$ cat src/rtl/master_route_decoder.sv
// master_route_decoder: takes a 2-bit slave address, sent MSB first, from the
// master that holds the bus grant. It then forwards that master's serial
// signals to the addressed slave until the grant is withdrawn.
module master_route_decoder #(
  parameter int ADDR_TIMEOUT = 16
) (
  input  logic       clk,
  input  logic       rst,
  input  logic [1:0] bus_grant,
  input  logic       m1_valid,
  input  logic       m1_tx_data,
  input  logic       m1_tx_done,
  input  logic       m2_valid,
  input  logic       m2_tx_data,
  input  logic       m2_tx_done,
  output logic [2:0] slave_grant,
  output logic [2:0] s_valid,
  output logic [2:0] s_tx_data,
  output logic [2:0] s_tx_done,
  output logic       busy,
  output logic       addr_err
);

  typedef enum logic [1:0] {
    IDLE  = 2'd0,
    ADDR  = 2'd1,
    ROUTE = 2'd2,
    ERR   = 2'd3
  } state_t;

  localparam logic [7:0] TMO_LAST = 8'(ADDR_TIMEOUT - 1);

  localparam logic [2:0] SG_NONE = 3'b000;
  localparam logic [2:0] SG_S1   = 3'b011;
  localparam logic [2:0] SG_S2   = 3'b101;
  localparam logic [2:0] SG_S3   = 3'b111;

  state_t     state_q, state_d;
  logic [1:0] owner_q, owner_d;
  logic [1:0] addr_sh_q, addr_sh_d;
  logic       bit_cnt_q, bit_cnt_d;
  logic [7:0] tmo_cnt_q, tmo_cnt_d;
  logic [2:0] slave_grant_q, slave_grant_d;
  logic       addr_err_q, addr_err_d;

  logic act_valid, act_tx_data, act_tx_done;
  logic grant_lost;

  // Select the serial signals of the master that currently owns the route
  always_comb begin
    act_valid   = 1'b0;
    act_tx_data = 1'b0;
    act_tx_done = 1'b0;
    case (owner_q)
      2'b01: begin
        act_valid   = m1_valid;
        act_tx_data = m1_tx_data;
        act_tx_done = m1_tx_done;
      end
      2'b10: begin
        act_valid   = m2_valid;
        act_tx_data = m2_tx_data;
        act_tx_done = m2_tx_done;
      end
      default: ;
    endcase
  end

  assign grant_lost = (bus_grant != owner_q);

  // Next-state logic: address capture, decode, timeout and grant tracking
  always_comb begin
    state_d       = state_q;
    owner_d       = owner_q;
    addr_sh_d     = addr_sh_q;
    bit_cnt_d     = bit_cnt_q;
    tmo_cnt_d     = tmo_cnt_q;
    slave_grant_d = slave_grant_q;
    addr_err_d    = 1'b0;
    case (state_q)
      IDLE: begin
        slave_grant_d = SG_NONE;
        if (bus_grant == 2'b01 || bus_grant == 2'b10) begin
          owner_d   = bus_grant;
          addr_sh_d = 2'b00;
          bit_cnt_d = 1'b0;
          tmo_cnt_d = 8'd0;
          state_d   = ADDR;
        end
      end
      ADDR: begin
        if (grant_lost) begin
          owner_d       = 2'b00;
          slave_grant_d = SG_NONE;
          state_d       = IDLE;
        end else begin
          tmo_cnt_d = tmo_cnt_q + 8'd1;
          if (act_valid) begin
            addr_sh_d = {addr_sh_q[0], act_tx_data};
            bit_cnt_d = bit_cnt_q + 1'b1;
          end
          // A completed address takes precedence over a simultaneous timeout.
          // Only the previously shifted bit matters here; bit 1 is stale.
          if (act_valid && bit_cnt_q) begin
            casez ({addr_sh_q, act_tx_data})
              3'b?01: begin slave_grant_d = SG_S1; state_d = ROUTE; end
              3'b?10: begin slave_grant_d = SG_S2; state_d = ROUTE; end
              3'b?11: begin slave_grant_d = SG_S3; state_d = ROUTE; end
              default: begin
                slave_grant_d = SG_NONE;
                addr_err_d    = 1'b1;
                state_d       = ERR;
              end
            endcase
          end else if (tmo_cnt_q == TMO_LAST) begin
            slave_grant_d = SG_NONE;
            addr_err_d    = 1'b1;
            state_d       = ERR;
          end
        end
      end
      ROUTE: begin
        if (grant_lost) begin
          owner_d       = 2'b00;
          slave_grant_d = SG_NONE;
          state_d       = IDLE;
        end
      end
      ERR: begin
        slave_grant_d = SG_NONE;
        if (grant_lost) begin
          owner_d = 2'b00;
          state_d = IDLE;
        end
      end
      default: state_d = IDLE;
    endcase
  end

  // State and datapath registers with synchronous reset
  always_ff @(posedge clk) begin
    if (rst) begin
      state_q       <= IDLE;
      owner_q       <= 2'b00;
      addr_sh_q     <= 2'b00;
      bit_cnt_q     <= 1'b0;
      tmo_cnt_q     <= 8'd0;
      slave_grant_q <= SG_NONE;
      addr_err_q    <= 1'b0;
    end else begin
      state_q       <= state_d;
      owner_q       <= owner_d;
      addr_sh_q     <= addr_sh_d;
      bit_cnt_q     <= bit_cnt_d;
      tmo_cnt_q     <= tmo_cnt_d;
      slave_grant_q <= slave_grant_d;
      addr_err_q    <= addr_err_d;
    end
  end

  // Forward the active master's signals to the selected slave only in ROUTE
  always_comb begin
    s_valid   = 3'b000;
    s_tx_data = 3'b000;
    s_tx_done = 3'b000;
    if (state_q == ROUTE) begin
      case (slave_grant_q)
        SG_S1: begin
          s_valid[0]   = act_valid;
          s_tx_data[0] = act_tx_data;
          s_tx_done[0] = act_tx_done;
        end
        SG_S2: begin
          s_valid[1]   = act_valid;
          s_tx_data[1] = act_tx_data;
          s_tx_done[1] = act_tx_done;
        end
        SG_S3: begin
          s_valid[2]   = act_valid;
          s_tx_data[2] = act_tx_data;
          s_tx_done[2] = act_tx_done;
        end
        default: ;
      endcase
    end
  end

  assign slave_grant = slave_grant_q;
  assign busy        = (state_q != IDLE);
  assign addr_err    = addr_err_q;

endmodule

$ cat config.mk
export PLATFORM = sky130hd
export DESIGN_NAME = master_route_decoder
export DESIGN_NICKNAME = d
export VERILOG_FILES = /design/src/rtl/master_route_decoder.sv
export SDC_FILE = /design/constraint.sdc
export NUM_CORES = 1
export LEC_CHECK = 0
export CAP_MARGIN = 20
export CORE_MARGIN = 5
export CORE_UTILIZATION = 51
export CTS_BUF_LIST = sky130_fd_sc_hd__clkbuf_4
export CTS_CLUSTER_DIAMETER = 100
export DETAILED_ROUTE_END_ITERATION = 6
export PLACE_DENSITY = 0.81
export SETUP_SLACK_MARGIN = 0.4
export SLEW_MARGIN = 30
export SYNTH_ARGS = -nofsm -noshare
export SYNTH_HDL_FRONTEND = slang
export SYNTH_SLANG_ARGS = --single-unit
$ cat constraint.sdc
create_clock -name clk -period 2.1 [get_ports clk]
set_input_delay 0.21 -clock clk [delete_from_list [all_inputs] [get_ports clk]]
set_output_delay 0.21 -clock clk [all_outputs]
set_load 0.1 [all_outputs]
# [Word-level counts from Yosys, hierarchy flattened]
# Cells that the tools add are included.
[totals] reg_bits=18 input_bits=10 out_inout_bits=14 elab_cells=91
[op_classes] n_addsub=2 eq_ne=22 mux=44 bitwise=1 n_reduce_logical=15
[ops] op="3-bit two-way mux" count=7
[ops] op="1-bit two-way mux" count=19
[ops] op="3-bit case mux with 3 select lines" count=2
[ops] op="8-bit two-way mux" count=2
[ops] op="8-bit case mux with 2 select lines" count=1
[ops] op="2-bit equality test (second input constant)" count=6
[ops] op="2-bit two-way mux" count=6
[ops] op="1-bit case mux with 2 select lines" count=5
[ops] op="3-bit OR reduction" count=3
[ops] op="8-bit by 1-bit adder with 8-bit output (second input constant)" count=1
[ops] op="2-bit by 1-bit equality test with 1-bit output (second input constant)" count=4
[ops] op="8-bit by 4-bit equality test with 1-bit output (second input constant)" count=1
[ops] op="2-bit != test (second input constant)" count=4
[ops] op="3-bit equality test (second input constant)" count=2
[ops] op="2-bit case mux with 3 select lines" count=1
[ops] op="3-bit AND reduction" count=2
[ops] op="2-bit by 1-bit != test with 1-bit output (second input constant)" count=2
[ops] op="4-bit != test (second input constant)" count=1
[ops] op="2-bit case mux with 2 select lines" count=1
[ops] op="2-bit AND reduction" count=2
[ops] op="4-bit AND reduction" count=1
[ops] op="2-bit nonzero test" count=2
[ops] op="2-bit OR reduction" count=2
[ops] op="3-bit by 2-bit equality test with 1-bit output (second input constant)" count=1
[ops] op="other kinds (6)" count=6

# [Longest topological paths before layout]
# Gate-level depths: netlist of the first run.
[logic_depth] depth_word=8 depth_mapped=7 depth_no_buf=7

# [Least setup slack after synthesis of the first run]
# Ideal clock, no wire load.
[synth_path] path_kind="flip-flop to output port" startpoint="register slave_grant_q[0] (netlist: slave_grant[0])" endpoint="output s_tx_data[2]" t_arrival_ns=2.704 required_time_ns=1.890 path_slack_ns=-0.814 path_stages_with_launch=5 path_buffers=0 cell_sequence="dfxtp_1 inv_1 nor2_1 nand3_1 nor2_1"
[synth_between] elab_chain_cells=3
[synth_lines] item="start, declared" line_no="43" source="logic [2:0] slave_grant_q, slave_grant_d;"
[synth_lines] item="start signal, assigned" line_no="156" source="slave_grant_q <= slave_grant_d;"
[synth_lines] item="3-bit equality test" line_no="167" source="case (slave_grant_q)"
[synth_lines] item="1-bit two-way mux" line_no="167"
[synth_lines] item="3-bit two-way mux" line_no="166" source="if (state_q == ROUTE) begin"
[synth_lines] item="end, declared" line_no="18" source="output logic [2:0] s_tx_data,"
# No other way between the ends.

# [Worst setup path in the final report of the first run]
[layout_path] startpoint="register owner_q[0]" endpoint="output s_tx_done[2]"
[layout_between] elab_chain_cells=4 word_cells_on_any_way=5 cone_classes="eq/ne: 2; mux: 3"
[layout_lines] item="start, declared" line_no="39" source="logic [1:0] owner_q, owner_d;"
[layout_lines] item="start signal, assigned" line_no="152" source="owner_q <= owner_d;"
[layout_lines] item="2-bit equality test or 2-bit by 1-bit equality test with 1-bit output (tied branches)" line_no="54" source="case (owner_q)"
[layout_lines] item="1-bit case mux with 2 select lines (*)" line_no="54"
[layout_lines] item="1-bit two-way mux (*)" line_no="167"
[layout_lines] item="3-bit two-way mux (*)" line_no="166"
[layout_lines] item="end, declared" line_no="19" source="output logic [2:0] s_tx_done,"
# Mark *: on every way between the ends. The rest lies on a longest branch, timed or not.

==> impl_metrics.csv, run 1 <==
group,metric,value,unit
synth,synthSimpleGateAreaFrac,33.1,%
floorplan,initial_core_utilization,54.4,%
final_layout,layout.nets,200,
clock_network,cts_sinks,18,
routing,final_antenna_net_count,0,
routing,drt_iter0_drc,71,
final_layout,layout.cells.most_common,"buf_4",
synth,synth_seq_cells,18,
setup_path,r2r_start,"owner_q[1]",
final_layout,area_growth_syn_to_layout,70.7,%
sta,setup_viol,0,
final_layout,layout.core_utilization,92.9,%
setup_path,worst_r2r_path_depth,6,
power_and_ir_drop,static-leakage-power,0.000670,uW
setup_path,setup.worst_path.class,"reg2out",
clock_network,cts_root_buffer_type,"clkbuf_4",
min_path,whs_endpoint,"tmo_cnt_q[7]",
setup_path,worst_path_largest_cell_delay,0.41,ns
setup_path,cpLargestDelayFamily,"flip-flops",
place,portBuffers,23,
synth,synthArstFlopShare,0,%
routing,firstDrtPassIters,5,
sta,fin_hold_ws,0.510,ns
sta,grt_setup_unrepaired,"yes",
synth,synth_nets,150,
setup_path,worst-path-max-fanout,4,
sta,hold_viol,0,
global_routing,number_of_global_route_vias_before_repair,1231,
power_and_ir_drop,irDropWorstVdd,0.599,mV
synth,synth_compound_area_share,20.1,%
synth,synthXorXnorAreaFrac,5.68,%
place,post-dp-hpwl,2290,microns
setup_path,crit_chain,"inv_4 -> ha_4 -> a22oi_1 -> or2_4 -> nor2_4 -> buf_12",
sta,max_slew.worst_pin.slew,0.460,ns
final_layout,fillCellCount,65,
setup_path,crit_path_start_kind,"flip-flop",
place,routabilityCongestion,0.824,
min_path,hold_class,"reg2reg",
sta,finalSetupTns,0,ns
synth,yosysWarningCount,0,
sta,worst_clock_skew,0.0160,ns
clock_network,clk_pin_slew_worst_paths,0.12,ns
synth,summed_instance_area_of_the_synthesized_netlist,1080,sq um
setup_path,crit_arrival,1.64,ns
final_layout,insertedDiodeCount,0,
clock_network,cts_tree,"yes",
clock_network,cts_hold_repair_buffers,0,
synth,sequential_element_share_of_the_synthesized_area,33.4,%
clock_network,clock_tree.htree_level_count,1,
synth,synth-adder-area-share,3.48,%
synth,ys.flop_type,"dfxtp_1",
setup_path,end_kind,"primary output",
routing,num_vias,1350,
final_layout,layout-drive-gt1-share,45.2,%
floorplan,die_height,56.0,microns
global_routing,grt_antenna_before_repair,0,
setup_path,reg2reg_setup_slack,0.37,ns
global_routing,groute.usage.overall,22.0,%
floorplan,die_footprint,3130,sq um
clock_network,clkLatencyLatePin,0.31,ns
synth,synth_edf_count,0,
sta,final_max_slew_viol_count,0,
setup_path,crit_slowest_cell,"dfxtp_4",
final_layout,most-common-layout-cells,"buf_4 (28), a21oi_1 (11), dfxtp_1 (11), nor2_4 (10), nor2_1 (10)",
synth,combinational_family_with_the_most_area_after_synthesis,"simple AND/OR/NAND/NOR gates",
global_routing,gr-total-overflow,0,
synth,synthCells,137,
routing,routedWlPerCell,20.6,microns
power_and_ir_drop,power-per-cell-area,431,nW/um^2
floorplan,die_w,56.0,microns
floorplan,rows,16,
setup_path,timing.rr.end,"addr_sh_q[0]",
sta,min_period_over_period,88.1,%
routing,remaining_drc_errors,0,
sta,finalWorstPathRequiredPeriod,1.85,ns
sta,maxClockFrequency,541,MHz
clock_network,cts_buffers,3,
setup_path,crit_required,1.89,ns
floorplan,io_pins,24,
min_path,hold-path-cell-count,2,
sta,max-slew-margin-rel,69.3,%
clock_network,cts.path.max_buffers,2,
routing,drt-total-wl,4380,microns
synth,synth.area.mux_share,0,%
outcome,status,"finished, final reports clean",
power_and_ir_drop,p_total,794,uW
routing,avgViaCountPerCell,6.34,
min_path,holdCritStartpoint,"tmo_cnt_q[7]",
place,placed_cells,187,
flow_run,maxCapViolations,0,
final_layout,finish.cell_count_without_fillers,213,
global_routing,grt_start_max_net_pins,11,
setup_path,critical_path_buf_inv_count,2,
synth,syn-mean-instance-area,7.87,sq um
global_routing,grt_pass1_wl,5620,microns
synth,synth.distinct_cells,35,
floorplan,design.core.area,1980,sq um
## layer usage
metal | vias up | wire (microns) | GRT usage (%)
met2 | 90 | 2250 | 39.6
li1 | 590 | - | -
met3 | 26 | 367 | 6.26
met4 | 0 | 190 | 6.10
met5 | - | 0 | 0
met1 | 644 | 1570 | 25.0
## cell type report
class	instances	area, sq um	area share (%)
flip-flops and latches	18	387	21.0
clock inverters	1	3.75	0.204
well taps	27	33.8	1.84
repair buffers	47	484	26.3
inverters	8	32.5	1.77
clock buffers	3	22.5	1.22
multi-input cells	109	877	47.7
## stage by stage
| step | instance area, sq um | setup WS (ns) |
|---|---|---|
| 2_1_floorplan | 1180 | 0.371 |
| 3_3_place_gp | 1530 | 0.162 |
| 3_5_place_dp | 1530 | 0.0959 |
| 4_1_cts | 1720 | 0.327 |
| 5_1_grt | 1840 | 0.156 |
| 6_report | 1840 | 0.250 |
## report_power, final
part	total, uW	internal (uW)	leakage [uW]	switching [uW]
combinational	250	111	0.000503	138
clock	185	69.5	0.0000154	116
sequential	359	344	0.000151	14.9
total	794	524	0.000670	269
## cell families (layout without fill, tap and decap cells)
group | Yosys count | count (layout)
simple gates | 67 | 68
compound gates | 31 | 31
flops | 18 | 18
buf+inv | 11 | 59
xor+xnor | 7 | 7
fa+ha+maj | 3 | 3
## synthesized netlist by cell type (all sizes together), types with 3 or more instances
master   n  share of area [%]
o22ai    3                1.7
xor2     6                4.9
nand4    4                2.3
nor2    21                7.3
nand2    8                2.8
nor2b    3                1.7
dfxtp   18                 33
or2      3                1.7
nand3    5                3.5
a21oi   13                6.0
ha       3                3.5
and3     3                1.7
nor3     3                1.4
nand3b   3                2.1
nand2b   7                4.1
inv      8                2.8
a22o     3                2.4
or3      3                1.7
## worst max-delay path by stage
stage / endpoint / cells after the start / slack, ns / from
3_5_place_dp: tmo_cnt_q[5] / 6 / 0.1 / bus_grant[0]
4_1_cts: s_tx_data[0] / 5 / 0.33 / owner_q[0]
6_report: s_tx_done[2] / 6 / 0.25 / owner_q[0]
2_1_floorplan: s_valid[0] / 4 / 0.37 / slave_grant[0]
5_1_grt: s_tx_done[2] / 6 / 0.16 / owner_q[0]
3_3_place_gp: tmo_cnt_q[5] / 6 / 0.16 / bus_grant[0]
## sequential cells by signal, indices dropped and copies added, names as in the netlist
name / cells
addr_err: 1
addr_sh_q: 1
bit_cnt_q: 1
owner_q: 2
slave_grant: 3
state_q: 2
tmo_cnt_q: 8
## repair_timing
item | CTS | global route
pin swaps | 9 | 16
resized for setup | 19 | 11
buffers inserted | 12 | 9
cloned | 1 | 0
endpoints found under the setup margin | 16 | 16
## worst reg2reg max path: cells and delay by family, from the launching register on
family / cells / cell delay (ns)
AOI/OAI and AO/OA: 2 / 0.48
buffers and inverters: 1 / 0.14
DFF: 1 / 0.38
and+or+nand+nor: 3 / 0.65
(Power assumes the default switching activity.)
==> run 2, diff against run 1 <==
--- a/config.mk
+++ b/config.mk
@@ -17,3 +17,4 @@
 export SYNTH_ARGS = -nofsm -noshare
 export SYNTH_HDL_FRONTEND = slang
 export SYNTH_SLANG_ARGS = --single-unit
+export TNS_END_PERCENT = 50
==> run 2 against run 1 <==
Effect of this change: the run now ends with DRC left; sequential cell count did not move; critical path depth did not move; non-clock buffer count fell by 9; register-to-register slack barely moved; utilization fell by 4.7 points; total power fell by 3.9%; sequential power barely moved; setup slack improved by 0.052 ns; critical path type unchanged; largest power group unchanged.
==> impl_metrics.csv, run 2 (same netlist as run 1, synthesis figures left out) <==
group,metric,value,unit
outcome,status,"finished with violations",
outcome,violations_in_the_final_reports,"DRC",
place,portBuffers,23,
setup_path,crit_required,1.89,ns
setup_path,crit_arrival,1.59,ns
final_layout,insertedDiodeCount,0,
clock_network,cts_buffers,3,
routing,routedWlPerCell,20.0,microns
power_and_ir_drop,irDropWorstVdd,0.559,mV
sta,fin_hold_ws,0.399,ns
final_layout,most-common-layout-cells,"buf_4 (18), a21oi_1 (11), dfxtp_1 (11), nor2_4 (10), nor2_1 (10)",
routing,drt_iter0_drc,92,
floorplan,design.core.area,1980,sq um
setup_path,critPathLaunch,"owner_q[1]",
place,routabilityCongestion,0.896,
routing,met2WireLength,2000,microns
setup_path,crit_slowest_cell,"dfxtp_4",
routing,firstDrtPassIters,7,
sta,hold_viol,0,
global_routing,grt_antenna_before_repair,0,
sta,min_period_over_period,85.6,%
clock_network,cts_tree,"yes",
sta,max-slew-margin-rel,69.4,%
setup_path,timing.rr.end,"tmo_cnt_q[7]",
routing,top_layer_used_by_detailed_routing,"met4",
sta,final_max_slew_viol_count,0,
power_and_ir_drop,static-leakage-power,0.000633,uW
sta,finalSetupTns,0,ns
setup_path,setup.worst_path.class,"reg2out",
power_and_ir_drop,power-per-cell-area,437,nW/um^2
setup_path,worst_r2r_path_depth,7,
routing,drt-total-wl,4070,microns
floorplan,rows,16,
routing,final_antenna_net_count,0,
setup_path,r2r_start,"state_q[0]",
global_routing,grt_start_max_net_pins,11,
clock_network,cts_sinks,18,
flow_run,maxCapViolations,0,
setup_path,crit_chain,"inv_4 -> ha_4 -> a22oi_2 -> or2_4 -> nor2_4 -> buf_12",
min_path,hold_class,"in2reg",
routing,wl_met3,342,microns
sta,setup_viol,0,
floorplan,initial_core_utilization,54.4,%
setup_path,worst-path-max-fanout,4,
global_routing,number_of_global_route_vias_before_repair,1219,
setup_path,setup.worst_path.end,"s_tx_data[2]",
final_layout,area_growth_syn_to_layout,61.9,%
floorplan,die_height,56.0,microns
final_layout,layout-drive-gt1-share,40.9,%
sta,max_slew.worst_pin.slew,0.453,ns
routing,avgViaCountPerCell,6.45,
routing,remaining_drc_errors,4,
global_routing,grt_pass1_wl,5790,microns
final_layout,layout.nets,190,
clock_network,cts_root_buffer_type,"clkbuf_4",
sta,grt_setup_unrepaired,"yes",
floorplan,die_w,56.0,microns
setup_path,end_kind,"primary output",
floorplan,io_pins,24,
clock_network,cts_hold_repair_buffers,0,
final_layout,top_register,"tmo_cnt_q",
place,post-dp-hpwl,2320,microns
sta,worst_clock_skew,0.00944,ns
global_routing,gr-total-overflow,0,
sta,maxClockFrequency,556,MHz
global_routing,groute.usage.overall,23.2,%
floorplan,die_footprint,3130,sq um
setup_path,crit_path_start_kind,"flip-flop",
routing,wl_on_met1,1410,microns
routing,num_vias,1310,
final_layout,largest_reg_flops,8,
sta,finalWorstPathRequiredPeriod,1.80,ns
final_layout,layout.cells.most_common,"buf_4",
min_path,holdCritStartpoint,"bus_grant[0]",
clock_network,cts.path.max_buffers,2,
clock_network,clkLatencyLatePin,0.30,ns
clock_network,clk_pin_slew_worst_paths,0.11,ns
setup_path,reg2reg_setup_slack,0.38,ns
setup_path,worst_path_largest_cell_delay,0.39,ns
clock_network,clock_tree.htree_level_count,1,
-- run 2: cell types whose count changed in the layout (fill, tap and decap cells not counted), moves of 2 or more --
cell	before	now
buf_4	28	18
buf_6	0	2
o31ai_1	0	2
or3_1	1	3
or3_4	2	0
-- run 2: through the flow --
step	std cells	util, %	total power, uW	worst slack, ns	cell area, sq um
after global routing	203	88.1	786	0.252	1750
after global placement	188	77.4	517	0.116	1530
after floorplan	137	-	479	0.371	1180
after CTS	200	85.4	721	0.352	1690
final	203	88.1	763	0.302	1750
after detailed placement	188	77.4	522	0.00247	1530
-- run 2: timing repair --
action,4_1_cts,5_1_grt
gates resized for setup,20,8
endpoints found under the setup margin,15,17
pin swaps,13,7
endpoints found under the hold margin,0,0
buffers inserted,8,3
-- run 2: power by group --
part	leakage [uW]	internal [uW]	switching (uW)
logic	0.000466	96.3	125
clock network	0.0000154	69.2	115
registers	0.000151	344	13.6
-- run 2: layout make-up --
class,instances,area (sq um)
Multi-Input combinational cell,108,835
Timing Repair Buffer,38,430
Sequential cell,18,387
Fill cell,95,235
Inverter,8,35.0
Tap cell,27,33.8
Clock buffer,3,22.5
Clock inverter,1,3.75
-- run 2: worst max-delay path: cells and delay by family, from the launching register on --
kind | cells | cell delay [ns]
flops | 1 | 0.39
fa+ha+maj | 1 | 0.15
simple gates | 2 | 0.42
buf+inv | 2 | 0.25
compound gates | 1 | 0.07
-- run 2: routing by layer --
layer	GRT usage, %	up-vias
met5	0	-
met4	8.81	0
met3	3.71	40
met2	43.7	87
met1	25.6	614
li1	-	569
-- run 2: worst min path at each step --
stage / to / slack [ns] / depth (start not counted)
6_report: state_q[0] / 0.40 / 4
5_1_grt: state_q[0] / 0.44 / 4
4_1_cts: tmo_cnt_q[1] / 0.51 / 2
3_5_place_dp: tmo_cnt_q[1] / 0.49 / 2
3_3_place_gp: tmo_cnt_q[7] / 0.47 / 2
2_1_floorplan: tmo_cnt_q[7] / 0.45 / 2
